### src/rtl/i2s_transmitter_pkg.sv
// Shared audio constants for the I2S output path.
// SAMPLE_WIDTH tracks the 16-voice mixer output width.
package i2s_transmitter_pkg;

   localparam int AUDIO_SAMPLE_WIDTH = 20;
   localparam int DEF_SLOT_WIDTH     = 32;
   localparam int DEF_BCLK_DIV       = 4;

   typedef enum logic {
      CH_LEFT  = 1'b0,
      CH_RIGHT = 1'b1
   } channel_e;

endpackage

### src/rtl/i2s_clock_gen.sv
// Bit clock / word select generator for the I2S link.
// Also produces the bclk-fall and frame-start strobes plus the next slot position.
module i2s_clock_gen
   import i2s_transmitter_pkg::*;
#(
   parameter int  SLOT_WIDTH = DEF_SLOT_WIDTH,
   parameter int  BCLK_DIV   = DEF_BCLK_DIV,
   localparam int POS_W      = $clog2(SLOT_WIDTH)
) (
   input  logic             clock,
   input  logic             reset,
   output logic             bclk,
   output logic             lrclk,
   output logic             fall,
   output logic             frame_start,
   output logic [POS_W-1:0] next_pos
);

   localparam int DIV_W = (BCLK_DIV > 2) ? $clog2(BCLK_DIV) : 1;
   localparam int BIT_W = $clog2(2 * SLOT_WIDTH);
   localparam logic [DIV_W-1:0] DIV_LAST = DIV_W'(BCLK_DIV - 1);
   localparam logic [DIV_W-1:0] DIV_HALF = DIV_W'(BCLK_DIV / 2);
   localparam logic [BIT_W-1:0] BIT_LAST = BIT_W'(2 * SLOT_WIDTH - 1);
   localparam logic [BIT_W-1:0] SLOT_LEN = BIT_W'(SLOT_WIDTH);

   logic [DIV_W-1:0] div_cnt_q, div_cnt_d;
   logic [BIT_W-1:0] bit_cnt_q, bit_cnt_d;
   logic             bclk_q, bclk_d;
   channel_e         lrclk_q, lrclk_d;

   // bclk, lrclk and slot position are all derived from the post-edge counter values
   always_comb begin
      fall        = (div_cnt_q == DIV_LAST);
      frame_start = fall && (bit_cnt_q == BIT_LAST);
      div_cnt_d   = fall ? '0 : div_cnt_q + DIV_W'(1);
      bit_cnt_d   = bit_cnt_q;
      if (fall) begin
         bit_cnt_d = (bit_cnt_q == BIT_LAST) ? '0 : bit_cnt_q + BIT_W'(1);
      end
      bclk_d   = (div_cnt_d >= DIV_HALF);
      lrclk_d  = (bit_cnt_d >= SLOT_LEN) ? CH_RIGHT : CH_LEFT;
      next_pos = (bit_cnt_d >= SLOT_LEN) ? POS_W'(bit_cnt_d - SLOT_LEN) : POS_W'(bit_cnt_d);
   end

   always_ff @(posedge clock or posedge reset) begin
      if (reset) begin
         div_cnt_q <= '0;
         bit_cnt_q <= '0;
         bclk_q    <= 1'b0;
         lrclk_q   <= CH_LEFT;
      end else begin
         div_cnt_q <= div_cnt_d;
         bit_cnt_q <= bit_cnt_d;
         bclk_q    <= bclk_d;
         lrclk_q   <= lrclk_d;
      end
   end

   assign bclk  = bclk_q;
   assign lrclk = lrclk_q;

endmodule

### src/rtl/i2s_transmitter.sv
// I2S transmitter for the audio DAC: one-entry holding register, frame sample,
// MSB-first serialiser with one-bit delay, and underrun flag when no sample arrives in time.
module i2s_transmitter
   import i2s_transmitter_pkg::*;
#(
   parameter int SAMPLE_WIDTH = AUDIO_SAMPLE_WIDTH,
   parameter int SLOT_WIDTH   = DEF_SLOT_WIDTH,
   parameter int BCLK_DIV     = DEF_BCLK_DIV
) (
   input  logic                    clock,
   input  logic                    reset,
   input  logic [SAMPLE_WIDTH-1:0] sampleData,
   input  logic                    sampleValid,
   output logic                    sampleReady,
   output logic                    bclk,
   output logic                    lrclk,
   output logic                    sdata,
   output logic                    underrun
);

   localparam int POS_W = $clog2(SLOT_WIDTH);

   logic                    fall;
   logic                    frame_start;
   logic [POS_W-1:0]        next_pos;
   logic [SAMPLE_WIDTH-1:0] hold_q, hold_d;
   logic [SAMPLE_WIDTH-1:0] frame_q, frame_d;
   logic                    full_q, full_d;
   logic                    sdata_q, sdata_d;
   logic                    slot_bit;

   i2s_clock_gen #(
      .SLOT_WIDTH (SLOT_WIDTH),
      .BCLK_DIV   (BCLK_DIV)
   ) u_clock_gen (
      .clock       (clock),
      .reset       (reset),
      .bclk        (bclk),
      .lrclk       (lrclk),
      .fall        (fall),
      .frame_start (frame_start),
      .next_pos    (next_pos)
   );

   // Position 0 is the I2S pad bit; positions past the sample are zero fill.
   always_comb begin
      slot_bit = 1'b0;
      for (int i = 0; i < SAMPLE_WIDTH; i++) begin
         if (int'(next_pos) == SAMPLE_WIDTH - i) begin
            slot_bit = frame_q[i];
         end
      end
   end

   // A handshake needs !full_q, so it never collides with a load that empties the register.
   always_comb begin
      hold_d  = hold_q;
      full_d  = full_q;
      frame_d = frame_q;
      sdata_d = sdata_q;
      if (frame_start && full_q) begin
         frame_d = hold_q;
         full_d  = 1'b0;
      end
      if (sampleValid && !full_q) begin
         hold_d = sampleData;
         full_d = 1'b1;
      end
      if (fall) begin
         sdata_d = slot_bit;
      end
   end

   always_ff @(posedge clock or posedge reset) begin
      if (reset) begin
         hold_q  <= '0;
         frame_q <= '0;
         full_q  <= 1'b0;
         sdata_q <= 1'b0;
      end else begin
         hold_q  <= hold_d;
         frame_q <= frame_d;
         full_q  <= full_d;
         sdata_q <= sdata_d;
      end
   end

   assign sampleReady = !full_q;
   assign sdata       = sdata_q;
   assign underrun    = frame_start && !full_q;

endmodule

### config.mk
export PLATFORM = sky130hd
export DESIGN_NAME = i2s_transmitter
export DESIGN_NICKNAME = d
export VERILOG_FILES = /design/src/rtl/i2s_transmitter_pkg.sv /design/src/rtl/i2s_clock_gen.sv /design/src/rtl/i2s_transmitter.sv
export SDC_FILE = /design/constraint.sdc
export NUM_CORES = 1
export LEC_CHECK = 0
export ABC_AREA = 1
export CELL_PAD_IN_SITES_DETAIL_PLACEMENT = 0
export CELL_PAD_IN_SITES_GLOBAL_PLACEMENT = 1
export CORE_ASPECT_RATIO = 2
export CORE_MARGIN = 1.5
export CORE_UTILIZATION = 45
export CTS_CLUSTER_DIAMETER = 200
export DETAILED_ROUTE_END_ITERATION = 8
export HOLD_SLACK_MARGIN = 0.08
export PLACE_DENSITY_LB_ADDON = 0.1
export SYNTH_ARGS = -nofsm -noshare
export SYNTH_HDL_FRONTEND = slang
export SYNTH_SLANG_ARGS = --single-unit
export TNS_END_PERCENT = 50
### constraint.sdc
create_clock -name clock -period 4.5 [get_ports clock]
set_clock_uncertainty 0.05 [all_clocks]
set_input_delay 1.125 -clock clock [delete_from_list [all_inputs] [get_ports clock]]
set_output_delay 1.125 -clock clock [all_outputs]
set_load 0.01 [all_outputs]
Word level (Yosys, flattened, before mapping)
Cells that the tools add are included.
- memory bits (read-only): 0
- word-level logic and storage cells: 68
- memories: 0
- output and inout port bits: 5
- register bits after elaboration: 52
- latch bits: 0
- input bits: 23
- bits in writable memories: 0
- div/mod/pow operators: 0
- order comparisons: 2
- reductions and logical operators: 6
- muxes and demuxes: 27
- multipliers: 0
- eq/ne operators: 22
- bitwise logic cells: 0
- shifts and indexed selects: 0
- add/sub/neg operators: 3
- operators with widths (cell ; count):
    $eq 5x5->1 const B ; 13
    $mux 1 ; 23
    $eq 5x4->1 const B ; 4
    $mux 6 ; 2
    $eq 5x3->1 const B ; 2
    $add 6x1->6 const B ; 1
    $eq 6x6->1 const B ; 1
    $ge 6x6->1 const B ; 1
    $eq 5x2->1 const B ; 1
    $mux 5 ; 1
    $sub 5x1->5 const B ; 1
    $logic_and 1x1->1 ; 4
    $add 2x1->2 const B ; 1
    $eq 2x2->1 const B ; 1
    $ge 2x2->1 const B ; 1
    $mux 2 ; 1
    $reduce_bool 2->1 ; 1
    $logic_not 1->1 ; 1

Longest topological paths before layout
- depth in word-level cells: 26
- mapped depth: 19
- gate-level depth less buffers: 19

Hierarchy
A second synthesis with hierarchy kept.
- cell total of the unflattened synthesis: 261
- area total of the unflattened synthesis: 2304.7 µm²
- by module, submodules not included (module ; cells each ; sequential area each (µm²) ; instances ; area an instance (µm²)):
    i2s_transmitter ; 209 ; 1051.0 ; 1 ; 1880.6
    i2s_clock_gen ; 52 ; 200.2 ; 1 ; 424.2

Least setup slack after synthesis
OpenSTA, ideal clock, no wires.
- kind: register to output
- start: reg u_clock_gen.bclk (netlist name)
- end: out underrun
- arrival: 1.027 ns
- cell stages (with the launch flop): 4
- path slack: 2.298 ns
- required time: 3.325 ns
- path buffers: 0
- path through: dfrtp_1 ha_1 nand3_1 nor2_1
- RTL lines (what ; RTL line ; source):
    to (decl) ; i2s_transmitter.sv:18 ; output logic underrun

Worst setup path after layout
- start: reg u_clock_gen.bit_cnt_q[0]
- end: out underrun
- longest elaborated chain between the ends: 3
- RTL lines (what ; RTL line ; source):
    from (decl) ; i2s_clock_gen.sv:27 ; logic [BIT_W-1:0] bit_cnt_q, bit_cnt_d;
    from (signal assigned) ; i2s_clock_gen.sv:53 ; bit_cnt_q <= bit_cnt_d;
    $eq 6x6->1 ; i2s_clock_gen.sv:34 ; frame_start = fall && (bit_cnt_q == BIT_LAST);
    $logic_and 1x1->1 ; i2s_clock_gen.sv:34 ;
    $logic_and 1x1->1 ; i2s_transmitter.sv:90 ; assign underrun = frame_start && !full_q;
No other way between the ends.

==> reports/qor.yml <==
critical_path:
  worstPathMaxFanout: 4
  crit_type: "reg -> out"
  path_common_cell: "nor2_1"
  end_kind: "output pin"
  crit_chain: "ha_1, nand2_1, nor2_1, nand3_1, nor2_1, clkdlybuf4s50_1"
  r2r_setup_slack_ns: 1.94
  reg2reg_from: "u_clock_gen.div_cnt_q[0]$_DFF_PP0_"
  required_ns: 3.32
  critPathLaunchType: "register"
  cp_data_arrival_time_ns: 1.90
  r2r_end: "sdata$_DFFE_PP0N_"
  slowest_stage: "clkdlybuf4s50_1"
  slowest_delay_ns: 0.54
  rr_worst_depth: 18
global_route:
  grt_max_degree: 52
  grt_pass1_vias: 1851
  grt_antenna_before_repair: 0
  grt_remaining_overflow: 0
  grt_pass1_wl_um: 7820
  grt_use_total_pct: 18.4
route:
  dr_total_vias: 1777
  drcViolationCount: 0
  wl_per_cell_um: 12.4
  dr.pass1.iters: 4
  drtIter0Drc: 41
  postRouteAntennaNets: 0
  wl_um: 4440
  via_per_inst: 4.95
floorplan:
  core_area_mm2: 0.00514
  rows: 37
  die_area_mm2: 0.00576
  die_x_um: 54.4
  ioPinCount: 28
  initial_core_util_pct: 46.3
  die-height_um: 106
sta:
  hold_viol: 0
  rsz0062_at_grt: "no"
  period_share_pct: 68.3
  setup_violations: 0
  finalCriticalPeriod_ns: 3.07
  relSlewSlack_pct: 32.6
  fin_setup_tns_ns: 0
  worstMarginPinSlew_ns: 1.01
  slew_viol_final: 0
  max_freq_mhz: 325
cts:
  insertion_delay_ns: 0.30
  cts_htree_levels: 2
  cts.clk_slew.worst_paths_ns: 0.09
  cts_hold_buf: 0
  cts_made_buffers: 5
  ctsResizeCount: 0
  root_buffer: "clkbuf_8"
  cts_tree: "built"
  post-cts-setup-buffers: 0
  clock_path_buffers: 2
  cts.sinks: 51
placement:
  place_congestion: 0.825
  portBuffers: 27
  dpl.hpwl_um: 3360
worst_hold_path:
  hold_depth: 1
  hp-class: "reg -> reg"
  min-delay-start: "u_clock_gen.div_cnt_q[0]$_DFF_PP0_"
  whs_endpoint: "u_clock_gen.div_cnt_q[0]$_DFF_PP0_"
power_and_ir_drop:
  clockPowerShare_pct: 40.8
  power.switching_w: 0.000177
  irDropWorstVdd_uv: 264
  switching_share_pct: 19.6
  p_int_w: 0.000727
  total_power_w: 0.000904
  p_leak_nw: 1.40
  pwr-share-comb_pct: 5.7
  seqPwrFrac_pct: 53.6
  p_per_area_mw_per_mm2: 320
yosys:
  yosysTopAreaCell: "dfrtp_1"
  synth_top_area_share_pct: 53.6
  postSynthAreaPerCell_um2: 8.72
  syn_area_mm2: 0.00238
  syn_inst: 273
  synth-edff-count: 0
  synthTopCellsByCount: "dfrtp_1 (51), nand2_1 (46), inv_1 (36), nor2_1 (33), o21ai_0 (21)"
  synth_warnings: 0
  synth-async-reset-ratio_pct: 100
  yosysUniqueCellTypes: 30
  syn_nets: 298
  ys_ff_latch: 51
  synth.most_common_cell: "dfrtp_1"
  ys_seq_area_share_pct: 53.6
  yosys-top-cells-area: "dfrtp_1 (54%), nand2_1 (7.3%), inv_1 (5.7%)"
  synthFlopType: "dfrtp_1"
job:
  max_cap_viol_count: 0
status:
  status: "finished, final reports clean"
cells_and_area:
  nFillCells: 521
  antenna_cells: 0
  drive_gt1_share_pct: 12.0
  syn_to_final_growth_pct: 18.8
  fin_nets: 325
==> how the worst max path moves through the flow <==
stage	cells past startpoint	end	slack (ns)	startpoint
finish	6	underrun	1.43	u_clock_gen.bit_cnt_q[0]$_DFF_PP0_
global route	6	underrun	1.30	u_clock_gen.bit_cnt_q[0]$_DFF_PP0_
CTS	6	underrun	1.41	u_clock_gen.bit_cnt_q[0]$_DFF_PP0_
detailed placement	6	underrun	1.76	u_clock_gen.bit_cnt_q[0]$_DFF_PP0_
global placement	6	underrun	1.80	u_clock_gen.bit_cnt_q[0]$_DFF_PP0_
floorplan	1	frame_q[0]$_DFFE_PP0P_	2.10	reset
==> layout make-up <==
class	count	area (µm²)	area share [%]
Timing Repair Buffer	29	285	10.1
Clock buffer	6	72.6	2.57
Multi-Input combinational cell	170	891	31.5
Inverter	43	169	5.98
Tap cell	58	72.6	2.57
Clock inverter	2	60.1	2.12
Sequential cell	51	1280	45.2
==> cells by family (layout without fill, tap and decap cells) <==
family	count (synthesis)	after routing	synth area share, %
simple gates	115	115	23.4
xor+xnor	1	1	0.368
mux	2	2	0.946
buf+inv	52	80	8.94
compound gates	50	50	11.7
fa+ha+maj	2	2	1.05
flops	51	51	53.6
==> registers in the layout, summed over array words and instances (netlist names) <==
signal	count
u_clock_gen.bit_cnt_q	6
full_q	1
frame_q	20
u_clock_gen.div_cnt_q	1
u_clock_gen.bclk	1
hold_q	20
u_clock_gen.lrclk	1
sdata	1
==> through the flow <==
step                      hold slack (ns)  setup WS [ns]  instances  utilization, %  cell area, µm²
final                               0.391           1.43        359            55.0            2830
after global placement              0.360           1.80        351            52.4            2690
after floorplan                     0.351           2.10        273               -            2380
after CTS                           0.399           1.41        359            55.0            2830
after global routing                0.411           1.30        359            55.0            2830
after detailed placement            0.387           1.76        351            52.4            2690
==> cell usage in the layout (no fill, tap or decap), types with 2 or more instances in the layout <==
cell and count:
dfrtp_1 51, nand2_1 46, inv_1 35, nor2_1 33
clkdlybuf4s50_1 27, o21ai_0 21, a21oi_1 20, nand4_1 10
nand3_1 8, inv_2 5, clkbuf_8 5, nand2_2 4
nand2_4 3, inv_4 3, nor3_1 3, o21ai_2 2
nand3_2 2, o21ai_1 2, nor2_4 2, a31oi_1 2
mux2_2 2, ha_1 2, bufinv_16 2, buf_4 2
==> worst max-delay path, delay by kind of cell, from the launching register on <==
family / cells / cell delay (ns)
buf+inv: 1 / 0.54
flops: 1 / 0.41
simple gates: 4 / 0.44
fa+ha+maj: 1 / 0.21
==> routing by layer <==
| layer | vias to the layer above | GRT usage [%] | routed length [µm] |
|---|---|---|---|
| met2 | 23 | 33.8 | 2450 |
| met5 | - | 0 | 0 |
| met4 | 0 | 7.14 | 78 |
| li1 | 919 | - | - |
| met3 | 6 | 2.69 | 75 |
| met1 | 829 | 19.5 | 1830 |
==> power groups by stage <==
stage | Sequential [W] | Combinational, W | Clock (W)
final | 0.000484 | 0.0000513 | 0.000368
after CTS | 0.000484 | 0.0000535 | 0.000378
after detailed placement | 0.000494 | 0.0000534 | 0
after global placement | 0.000492 | 0.0000510 | 0
after global routing | 0.000487 | 0.0000603 | 0.000395
after floorplan | 0.000492 | 0.0000263 | 0
No activity file was read; power rests on OpenSTA's default activity.
==> variant 1: new RTL, same flow settings <==
Make the reset (`reset`) synchronous in 2 clocked blocks.
--- a/src/rtl/i2s_clock_gen.sv
+++ b/src/rtl/i2s_clock_gen.sv
@@ -42,7 +42,7 @@
       next_pos = (bit_cnt_d >= SLOT_LEN) ? POS_W'(bit_cnt_d - SLOT_LEN) : POS_W'(bit_cnt_d);
    end
 
-   always_ff @(posedge clock or posedge reset) begin
+   always_ff @(posedge clock) begin
       if (reset) begin
          div_cnt_q <= '0;
          bit_cnt_q <= '0;
--- a/src/rtl/i2s_transmitter.sv
+++ b/src/rtl/i2s_transmitter.sv
@@ -71,7 +71,7 @@
       end
    end
 
-   always_ff @(posedge clock or posedge reset) begin
+   always_ff @(posedge clock) begin
       if (reset) begin
          hold_q  <= '0;
          frame_q <= '0;
Formal check against the unedited RTL: differs if reset is asserted again (counterexample within 4 cycles, from zero or initial values and one cycle with reset high); with reset held inactive, the same outputs for 10 cycles.
==> variant 1 against the original RTL <==
  * Area after synthesis down 7.9%
  * Wire length about the same
  * Fmax rose by 0.55%
  * Sequential cell count is the same
  * Setup slack better by 0.017 ns
  * Cell area fell by 8.8%
  * Power down 6.6%
  * Largest power group unchanged
==> variant 1: results (changes against the original RTL) <==
<table>
<tr><th>Metric</th><th>Value</th></tr>
<tr><th colspan="2">Min path</th></tr>
<tr><td>Worst Hold Endpoint</td><td>u_clock_gen.div_cnt_q[0]</td></tr>
<tr><td>Critical hold path startpoint</td><td>u_clock_gen.div_cnt_q[0]</td></tr>
<tr><th colspan="2">GRT</th></tr>
<tr><td>Pin count of the biggest net entering global routing</td><td>31 (-40%)</td></tr>
<tr><td>All-layer global routing usage</td><td>19.37% (+0.96 points)</td></tr>
<tr><th colspan="2">Place</th></tr>
<tr><td>Placed cell area</td><td>0.002479 mm² (-8.0%)</td></tr>
<tr><td>Hpwl dp</td><td>3431 µm (+2.1%)</td></tr>
<tr><th colspan="2">Synthesis</th></tr>
<tr><td>Share of flip-flops with an asynchronous set or reset</td><td>0% (-100 points)</td></tr>
<tr><td>Mux cell area share after synthesis</td><td>0% (-0.95 points)</td></tr>
<tr><td>Compound-Gate Fraction of Synth Area</td><td>13.81% (+2.1 points)</td></tr>
<tr><td>Avg Cell Area, Syn</td><td>7.140 µm² (-18%)</td></tr>
<tr><td>Xor/xnor cell area share of the yosys netlist</td><td>0% (-0.37 points)</td></tr>
<tr><td>Net count after synthesis</td><td>332 (+11%)</td></tr>
<tr><td>Sequential element share of the synthesized area</td><td>46.58% (-7.1 points)</td></tr>
<tr><td>Number of distinct library cell variants in the gate-level netlist after synthesis</td><td>27 (-10%)</td></tr>
<tr><td>Leading post-synthesis cells by instance count</td><td>sky130_fd_sc_hd__nor2_1 (55), sky130_fd_sc_hd__dfxtp_1 (51), sky130_fd_sc_hd__nand2_1 (49)</td></tr>
<tr><th colspan="2">Setup path</th></tr>
<tr><td>End of the worst register-to-register path</td><td>frame_q[4]</td></tr>
<tr><td>Worst reg-to-reg path cell count</td><td>6 (-12)</td></tr>
<tr><td>Endpoint arrival time on the critical path</td><td>1.88 ns (-0.02 ns)</td></tr>
<tr><td>CP Max Fanout</td><td>8 (+4)</td></tr>
<tr><th colspan="2">Final layout</th></tr>
<tr><td>Proportion of layout cells with a drive suffix above 1</td><td>6.098% (-5.9 points)</td></tr>
<tr><td>Number of nets in the final layout</td><td>352 (+8.3%)</td></tr>
<tr><th colspan="2">Drt</th></tr>
<tr><td>DR iter-0 viols</td><td>33 (-20%)</td></tr>
<tr><td>Post-DR wirelength/cell</td><td>11.58 µm (-6.4%)</td></tr>
<tr><th colspan="2">Status</th></tr>
<tr><td>Outcome</td><td>finished, final reports clean</td></tr>
<tr><th colspan="2">Pwr</th></tr>
<tr><td>Static Leakage</td><td>1.035 nW (-26%)</td></tr>
<tr><th colspan="2">Timing</th></tr>
<tr><td>Actual transition at the worst max-transition pin</td><td>0.8228 ns (-0.1862 ns)</td></tr>
</table>
-- variant 1: cell families (layout without fill, tap and decap cells) --
group           count (synthesis)  in the layout
compound gates                 58             58
fa+ha+maj                       2              2
buf+inv                        46             67
flops                          51             51
simple gates                  150            150
-- variant 1: through the flow --
step | power, W | worst slack, ns
global route | 0.0008883 | 1.305
floorplan | 0.0005396 | 2.363
CTS | 0.0008551 | 1.399
global placement | 0.0005730 | 1.709
finish | 0.0008443 | 1.442
detailed placement | 0.0005749 | 1.664
-- variant 1: how the worst max path moves through the flow --
stage,startpoint,slack (ns),end
global placement,sampleValid,1.71,hold_q[11]
detailed placement,sampleValid,1.66,hold_q[12]
floorplan,u_clock_gen.bit_cnt_q[0],2.36,underrun
CTS,u_clock_gen.bit_cnt_q[0],1.40,underrun
global route,u_clock_gen.bit_cnt_q[0],1.30,underrun
finish,u_clock_gen.div_cnt_q[0],1.44,underrun
-- variant 1: final cells by class --
| cell class | instances | area (µm²) |
|---|---|---|
| Multi-Input combinational cell | 210 | 994.7 |
| Tap cell | 55 | 68.82 |
| Timing Repair Buffer | 28 | 277.8 |
| Sequential cell | 51 | 1021 |
| Inverter | 31 | 116.4 |
| Clock buffer | 8 | 100.1 |
| Fill cell | 475 | 2063 |
-- variant 1: layer usage --
metal	track usage, %	vias up	part of all wire, %
met5	0	-	0
met2	36.63	27	55
met4	8.481	0	2.9
li1	-	1033	-
met3	3.097	10	1.9
met1	19.80	830	40
-- variant 1: worst max-delay path, cell delays in order, from the launching register on --
cell	delay [ns]
sky130_fd_sc_hd__dfxtp_1	0.35
sky130_fd_sc_hd__ha_1	0.34
sky130_fd_sc_hd__nand3_1	0.23
sky130_fd_sc_hd__nor2_1	0.13
sky130_fd_sc_hd__clkdlybuf4s50_1	0.54
-- variant 1: power breakdown --
group          internal (W)  switching, W   total, W
sequential         0.000469     0.0000116   0.000480
combinational     0.0000385     0.0000439  0.0000824
clock              0.000141      0.000141   0.000282
==> variant 2: new RTL, same flow settings <==
Made on the original files. Set the package constant `AUDIO_SAMPLE_WIDTH` to 30 (it was 20).
--- a/src/rtl/i2s_transmitter_pkg.sv
+++ b/src/rtl/i2s_transmitter_pkg.sv
@@ -2,7 +2,7 @@
 // SAMPLE_WIDTH tracks the 16-voice mixer output width.
 package i2s_transmitter_pkg;
 
-   localparam int AUDIO_SAMPLE_WIDTH = 20;
+   localparam int AUDIO_SAMPLE_WIDTH = 30;
    localparam int DEF_SLOT_WIDTH     = 32;
    localparam int DEF_BCLK_DIV       = 4;
 
Ports: changed (resized sampleData); port bits go from 28 to 38. No check against the original RTL was run, so the function may have changed too.
==> variant 2 against the original RTL <==
  * Area after synthesis is 37% higher
  * Combinational power fell by 20%
  * Cell area is 42% higher
  * Sequential cell count is 20 higher
  * Setup slack lost 0.29 ns
  * Power rose by 55%
  * Wire length up 47%
  * Critical path type unchanged
  * Largest cell class unchanged
  * Largest power group is now clock
==> variant 2: results (changes against the original RTL) <==
<table>
<tr><th>Metric</th><th>Value</th></tr>
<tr><th colspan="2">CTS</th></tr>
<tr><td>Clk Latency, worst-skew pair</td><td>0.33 ns (+0.03 ns)</td></tr>
<tr><td>Clock net sink count</td><td>71 (+39%)</td></tr>
<tr><td>Number of H-tree levels</td><td>3 (+1)</td></tr>
<tr><th colspan="2">GRT</th></tr>
<tr><td>Number of global-route vias before repair</td><td>2414 (+30%)</td></tr>
<tr><td>Wire length of the first global-routing pass</td><td>11270 µm (+44%)</td></tr>
<tr><td>Met3 usage</td><td>4.914% (+2.2 points)</td></tr>
<tr><td>All-layer global routing usage</td><td>19.32% (+0.91 points)</td></tr>
<tr><td>Pin count of the biggest net entering global routing</td><td>50 (-3.8%)</td></tr>
<tr><th colspan="2">Final layout</th></tr>
<tr><td>Signal buffers share of area</td><td>10.14% (+0.044 points)</td></tr>
<tr><td>Biggest regs</td><td>frame_q: 30 flops, hold_q: 30 flops, u_clock_gen.bit_cnt_q: 6 flops</td></tr>
<tr><td>Area taken by flip-flops and latches</td><td>0.001777 mm² (+39%)</td></tr>
<tr><td>Multi-In Gates</td><td>225 (+32%)</td></tr>
<tr><th colspan="2">Timing</th></tr>
<tr><td>Hold Slack</td><td>0.3675 ns (-0.02306 ns)</td></tr>
<tr><td>Relative max-transition margin</td><td>34.95% (+2.3 points)</td></tr>
<tr><th colspan="2">Synthesis</th></tr>
<tr><td>Sequential element share of the synthesized area</td><td>54.59% (+0.97 points)</td></tr>
<tr><td>Syn Inst Count</td><td>354 (+30%)</td></tr>
<tr><td>Net count after synthesis</td><td>389 (+31%)</td></tr>
<tr><th colspan="2">Drt</th></tr>
<tr><td>Post-DR wirelength/cell</td><td>13.35 µm (+7.9%)</td></tr>
<tr><td>Routed metal-1 wirelength</td><td>2563 µm (+40%)</td></tr>
<tr><td>Vias per inst</td><td>4.924 (-0.52%)</td></tr>
<tr><th colspan="2">Place</th></tr>
<tr><td>Placed cell area</td><td>0.003714 mm² (+38%)</td></tr>
<tr><th colspan="2">Status</th></tr>
<tr><td>Outcome</td><td>finished, final reports clean</td></tr>
<tr><th colspan="2">Pwr</th></tr>
<tr><td>Reported combinational group power</td><td>0.0000410 W (-20%)</td></tr>
<tr><th colspan="2">Setup path</th></tr>
<tr><td>Worst reg-to-reg path cell count</td><td>25 (+7)</td></tr>
<tr><td>CP Max Fanout</td><td>9 (+5)</td></tr>
</table>
## variant 2: cell types whose count changed in the layout (fill, tap and decap cells not counted), sizes merged, moves of 4 or more
cell           change
mux2              +10
nand3              +4
clkbuf             +7
clkdlybuf4s50     +10
nand2             +30
dfrtp             +20
## variant 2: how the worst max path moves through the flow
stage | cells after the start | slack (ns) | from | to
floorplan | 1 | 1.53 | reset | frame_q[0]
global placement | 25 | 1.48 | u_clock_gen.bclk | sdata
detailed placement | 25 | 1.36 | u_clock_gen.bclk | sdata
CTS | 6 | 1.09 | u_clock_gen.bclk | underrun
global route | 25 | 0.91 | u_clock_gen.div_cnt_q[0] | sdata
finish | 6 | 1.14 | u_clock_gen.bclk | underrun
## variant 2: worst register-to-register path: cells and delay by family (launching register included)
family                     cells  cell delay (ns)
and+or+nand+nor               18             1.51
buffers and inverters          4             0.45
adders and majority gates      1             0.44
DFF                            1             0.34
xor gates and xnor gates       1             0.14
AOI/OAI and AO/OA              1             0.11
